<file path="src/rtl/alpha_blend_pipe.sv">
// Three-stage alpha blender: foreground A over background B with per-pixel alpha/mode.
// A single global advance enable stalls every stage together; the sideband rides along with its pixel.
module alpha_blend_pipe #(
    parameter int              CW  = 4,
    parameter int              AW  = 2,
    parameter int              SW  = 3,
    parameter logic [3*CW-1:0] KEY = 12'hF0F
) (
    input  logic            clk_in,
    input  logic            rst_in,
    input  logic            valid_in,
    output logic            ready_out,
    input  logic [3*CW-1:0] a_in,
    input  logic [3*CW-1:0] b_in,
    input  logic [AW:0]     alpha_in,
    input  logic [1:0]      mode_in,
    input  logic [SW-1:0]   side_in,
    output logic            valid_out,
    input  logic            ready_in,
    output logic [3*CW-1:0] pixel_out,
    output logic [SW-1:0]   side_out
);
    localparam int          PW   = 3 * CW;
    localparam int          MW   = CW + AW + 1;
    localparam logic [AW:0] FULL = {1'b1, {AW{1'b0}}};

    logic en;

    logic                 s1_valid_q, s1_valid_d;
    logic [PW-1:0]        s1_a_q, s1_a_d;
    logic [PW-1:0]        s1_b_q, s1_b_d;
    logic [AW:0]          s1_al_q, s1_al_d;
    logic [AW:0]          s1_bl_q, s1_bl_d;
    logic [SW-1:0]        s1_side_q, s1_side_d;

    logic                 s2_valid_q, s2_valid_d;
    logic [2:0][MW-1:0]   s2_pa_q, s2_pa_d;
    logic [2:0][MW-1:0]   s2_pb_q, s2_pb_d;
    logic [SW-1:0]        s2_side_q, s2_side_d;

    logic                 valid_out_q, valid_out_d;
    logic [PW-1:0]        pixel_q, pixel_d;
    logic [SW-1:0]        side_q, side_d;

    logic [AW:0]          al_c;

    // Output register frees up either when empty or when downstream takes the beat.
    assign en        = ~valid_out_q | ready_in;
    assign ready_out = en;
    assign valid_out = valid_out_q;
    assign pixel_out = pixel_q;
    assign side_out  = side_q;

    // Mode decides the effective foreground weight; blend mode clamps alpha to full scale.
    always_comb begin
        al_c = (alpha_in > FULL) ? FULL : alpha_in;
        case (mode_in)
            2'd1:    al_c = FULL;
            2'd2:    al_c = '0;
            2'd3:    al_c = (a_in == KEY) ? '0 : FULL;
            default: ;
        endcase
    end

    always_comb begin
        s1_valid_d  = s1_valid_q;
        s1_a_d      = s1_a_q;
        s1_b_d      = s1_b_q;
        s1_al_d     = s1_al_q;
        s1_bl_d     = s1_bl_q;
        s1_side_d   = s1_side_q;
        s2_valid_d  = s2_valid_q;
        s2_pa_d     = s2_pa_q;
        s2_pb_d     = s2_pb_q;
        s2_side_d   = s2_side_q;
        valid_out_d = valid_out_q;
        pixel_d     = pixel_q;
        side_d      = side_q;
        if (en) begin
            s1_valid_d  = valid_in;
            s1_a_d      = a_in;
            s1_b_d      = b_in;
            s1_al_d     = al_c;
            s1_bl_d     = FULL - al_c;
            s1_side_d   = side_in;
            s2_valid_d  = s1_valid_q;
            s2_side_d   = s1_side_q;
            for (int c = 0; c < 3; c++) begin
                s2_pa_d[c] = MW'(s1_a_q[c*CW +: CW]) * MW'(s1_al_q);
                s2_pb_d[c] = MW'(s1_b_q[c*CW +: CW]) * MW'(s1_bl_q);
            end
            valid_out_d = s2_valid_q;
            // Output data only moves for real beats so bubbles leave the last pixel visible.
            if (s2_valid_q) begin
                for (int c = 0; c < 3; c++) begin
                    pixel_d[c*CW +: CW] = CW'((s2_pa_q[c] + s2_pb_q[c]) >> AW);
                end
                side_d = s2_side_q;
            end
        end
    end

    always_ff @(posedge clk_in) begin
        if (rst_in) begin
            s1_valid_q  <= 1'b0;
            s1_a_q      <= '0;
            s1_b_q      <= '0;
            s1_al_q     <= '0;
            s1_bl_q     <= '0;
            s1_side_q   <= '0;
            s2_valid_q  <= 1'b0;
            s2_pa_q     <= '0;
            s2_pb_q     <= '0;
            s2_side_q   <= '0;
            valid_out_q <= 1'b0;
            pixel_q     <= '0;
            side_q      <= '0;
        end else begin
            s1_valid_q  <= s1_valid_d;
            s1_a_q      <= s1_a_d;
            s1_b_q      <= s1_b_d;
            s1_al_q     <= s1_al_d;
            s1_bl_q     <= s1_bl_d;
            s1_side_q   <= s1_side_d;
            s2_valid_q  <= s2_valid_d;
            s2_pa_q     <= s2_pa_d;
            s2_pb_q     <= s2_pb_d;
            s2_side_q   <= s2_side_d;
            valid_out_q <= valid_out_d;
            pixel_q     <= pixel_d;
            side_q      <= side_d;
        end
    end
endmodule

</file>
<file path="config.mk">
export PLATFORM = sky130hd
export DESIGN_NAME = alpha_blend_pipe
export DESIGN_NICKNAME = d
export VERILOG_FILES = /design/src/rtl/alpha_blend_pipe.sv
export SDC_FILE = /design/constraint.sdc
export NUM_CORES = 1
export LEC_CHECK = 0
export ABC_CLOCK_PERIOD_IN_PS = 3200
export CORE_MARGIN = 3
export CORE_UTILIZATION = 57
export DETAILED_ROUTE_END_ITERATION = 8
export PLACE_DENSITY_LB_ADDON = 0.3
export REMOVE_ABC_BUFFERS = 1
export SYNTH_ARGS = -nofsm -noshare
export SYNTH_HDL_FRONTEND = slang
export SYNTH_SLANG_ARGS = --single-unit
</file>
<file path="constraint.sdc">
create_clock -name clk_in -period 3.2 [get_ports clk_in]
set_input_delay 0.96 -clock clk_in [delete_from_list [all_inputs] [get_ports clk_in]]
set_output_delay 0.96 -clock clk_in [all_outputs]
set_load 0.005 [all_outputs]
</file>
==> reports/metrics.cfg <==
[finish]
layout_common_cells = nand2_1 (163), dfxtp_1 (89), a21oi_1 (82), clkdlybuf4s50_1 (51), ha_1 (43)
layout_commonest_cell = nand2_1
antennaDiodeCount = 0
utilization_pct = 69.1
final_cell_count_no_fill = 756
fin_area_um2 = 5790
areaGrowthSynthToFinish_pct = 15.7
final_nets = 743
drive_gt1_share_pct = 4.30

[cts]
cts_buffers = 9
cts_tree = built
clockBufferDepth = 2
cts_root_buf = clkbuf_8
numClockSinks = 89
cts_hold_buf = 0
clock_latency_ns = 0.36
cts_resized = 0
cts_setup_buffers = 0
htree_levels = 3
clk_pin_slew_ns = 0.08

[sta]
finalSetupViolCount = 0
maxSlewHeadroom_pct = 42.3
finalMaxSlewViolations = 0
fin_crit_ns = 3.07
rsz0062_at_grt = false
setup_slack_ns = 0.128
finalCritPeriodShare_pct = 96.0
finClkSkew_ns = 0.00783
worstMarginPinSlew_ns = 0.864
hold_viol = 0
max_freq_mhz = 325

[routing]
dr.pass1.iters = 5
drtAntennaViolNets = 0
vias = 4134
drc_errors = 0
viasPerCell = 5.47
wl_mm = 10.5
drt-initial-drc-count = 188
wire_per_inst_um = 13.9

[logic_synthesis]
synth_edf_count = 0
synthesis.area_um2 = 5000
synth_top_family_by_area = simple AND/OR/NAND/NOR gates
ys.flop_type = dfxtp_1
synth-xor-area-share_pct = 4.20
yosysSeqAreaShare_pct = 35.6
ys_types = 35
synth-seq-cells = 89
synth_compound_area_share_pct = 14.4
syn_area_per_cell_um2 = 8.19
synth_adder_area_share_pct = 18.0
synthMuxAreaShare_pct = 0
yosys.area_share.simple_pct = 23.3
yosys_warnings = 0
synth-async-reset-ratio_pct = 0
synthCells = 611

[grt]
grt_max_degree = 63
grt_pass1_wl_mm = 18.4
grt_usage_pct = 22.7
grt_pass1_vias = 4098
antenna_found_initial = 0
overflow = 0

[place]
place_ws_ns = 0.132
io_buffers = 52
gp_congestion = 0.793
dpl.cell_count = 740
dp_hpwl_mm = 7.47
place_area_um2 = 5590

[floorplan]
core_um2 = 8380
die-height_um = 99.7
die_x_um = 99.7
row_count = 33
ios = 53
dieArea_um2 = 9940
initial_core_util_pct = 59.7

[worst_setup_path]
cp-start-kind = input pin
criticalPathCategory = in2out
crit_fanout = 2
required_ns = 2.24
cp.arrival_ns = 2.11
endpoint_kind = output pin

[flow_run]
maxCapViolations = 0

[pwr]
power_density_nw_per_um2 = 384
vdd.ir_drop.worst_mv = 0.203
leakage_nw = 2.50
power_mw = 2.22

[outcome]
outcome = finished, final reports clean

[min_path]
hp-class = reg2reg

state kept, by name (all words and copies together), names as in the netlist, 2 cells and up:
register	cells
s2_pb_q	18
s2_side_q	3
s1_al_q	3
s1_bl_q	2
s1_side_q	3
pixel_out	12
side_out	3
s2_pa_q	18
s1_b_q	12
s1_a_q	12
logic make-up after synthesis:
family                     after synthesis
AOI/OAI and AO/OA                      123
xor gates and xnor gates                24
adders and majority gates               61
buffers and inverters                   59
DFF                                     89
and+or+nand+nor                        255
per-stage QoR:
step | hold slack [ns] | setup TNS (ns)
global placement | 0.435 | 0
detailed placement | 0.444 | 0
finish | 0.449 | 0
floorplan | 0.426 | -135.98
global route | 0.484 | 0
CTS | 0.447 | 0
layer usage:
layer / up-vias / wire (µm) / GRT usage [%] / part of all wire, %
met5: - / 0 / 0 / 0
met4: 0 / 156 / 8.93 / 1.5
met3: 13 / 410 / 2.95 / 3.9
met2: 83 / 5210 / 38.4 / 50
met1: 1936 / 4730 / 29.3 / 45
li1: 2102 / - / - / -
Yosys cell counts (all sizes together), types with 8 or more instances:
library cell	number	area (µm²)
a211oi	12	90.1
buf	14	61.3
nor2	21	78.8
nand2	163	612
ha	43	538
nand3	9	45.0
fa	18	360
a21oi	82	410
or3	8	52.6
a21o	9	67.6
clkbuf	22	82.6
xnor2	18	158
and2	37	231
dfxtp	89	1780
inv	23	86.3
report_power, final:
| part | total, mW | internal [mW] | switching, mW |
|---|---|---|---|
| clock network | 0.817 | 0.441 | 0.377 |
| registers | 1.19 | 1.15 | 0.0400 |
| logic | 0.217 | 0.110 | 0.107 |
| total | 2.22 | 1.70 | 0.524 |
worst max-delay path: stages:
cell,delay [ns]
clkdlybuf4s50_1,0.50
nor2b_4,0.05
inv_2,0.09
clkdlybuf4s50_1,0.51
final timing paths:
| kind | cells past startpoint | startpoint | to | slack [ns] |
|---|---|---|---|---|
| setup / recovery | 4 | ready_in | ready_out | 0.13 |
| setup reg to reg | 8 | s1_al_q[0] | s2_pb_q[19] | 0.42 |
| hold reg to reg | 2 | s2_side_q[2] | side_out[2] | 0.45 |
| hold / removal | 2 | s2_side_q[2] | side_out[2] | 0.45 |
layout make-up:
type,count,area (µm²)
clock buffer,13,139
multi-input combinational,463,3000
inverter,23,86.3
fill,704,2590
timing repair buffer,60,588
sequential,89,1780
clock inverter,3,65.1
tap,105,131
Power figures use the tool's default switching activity.
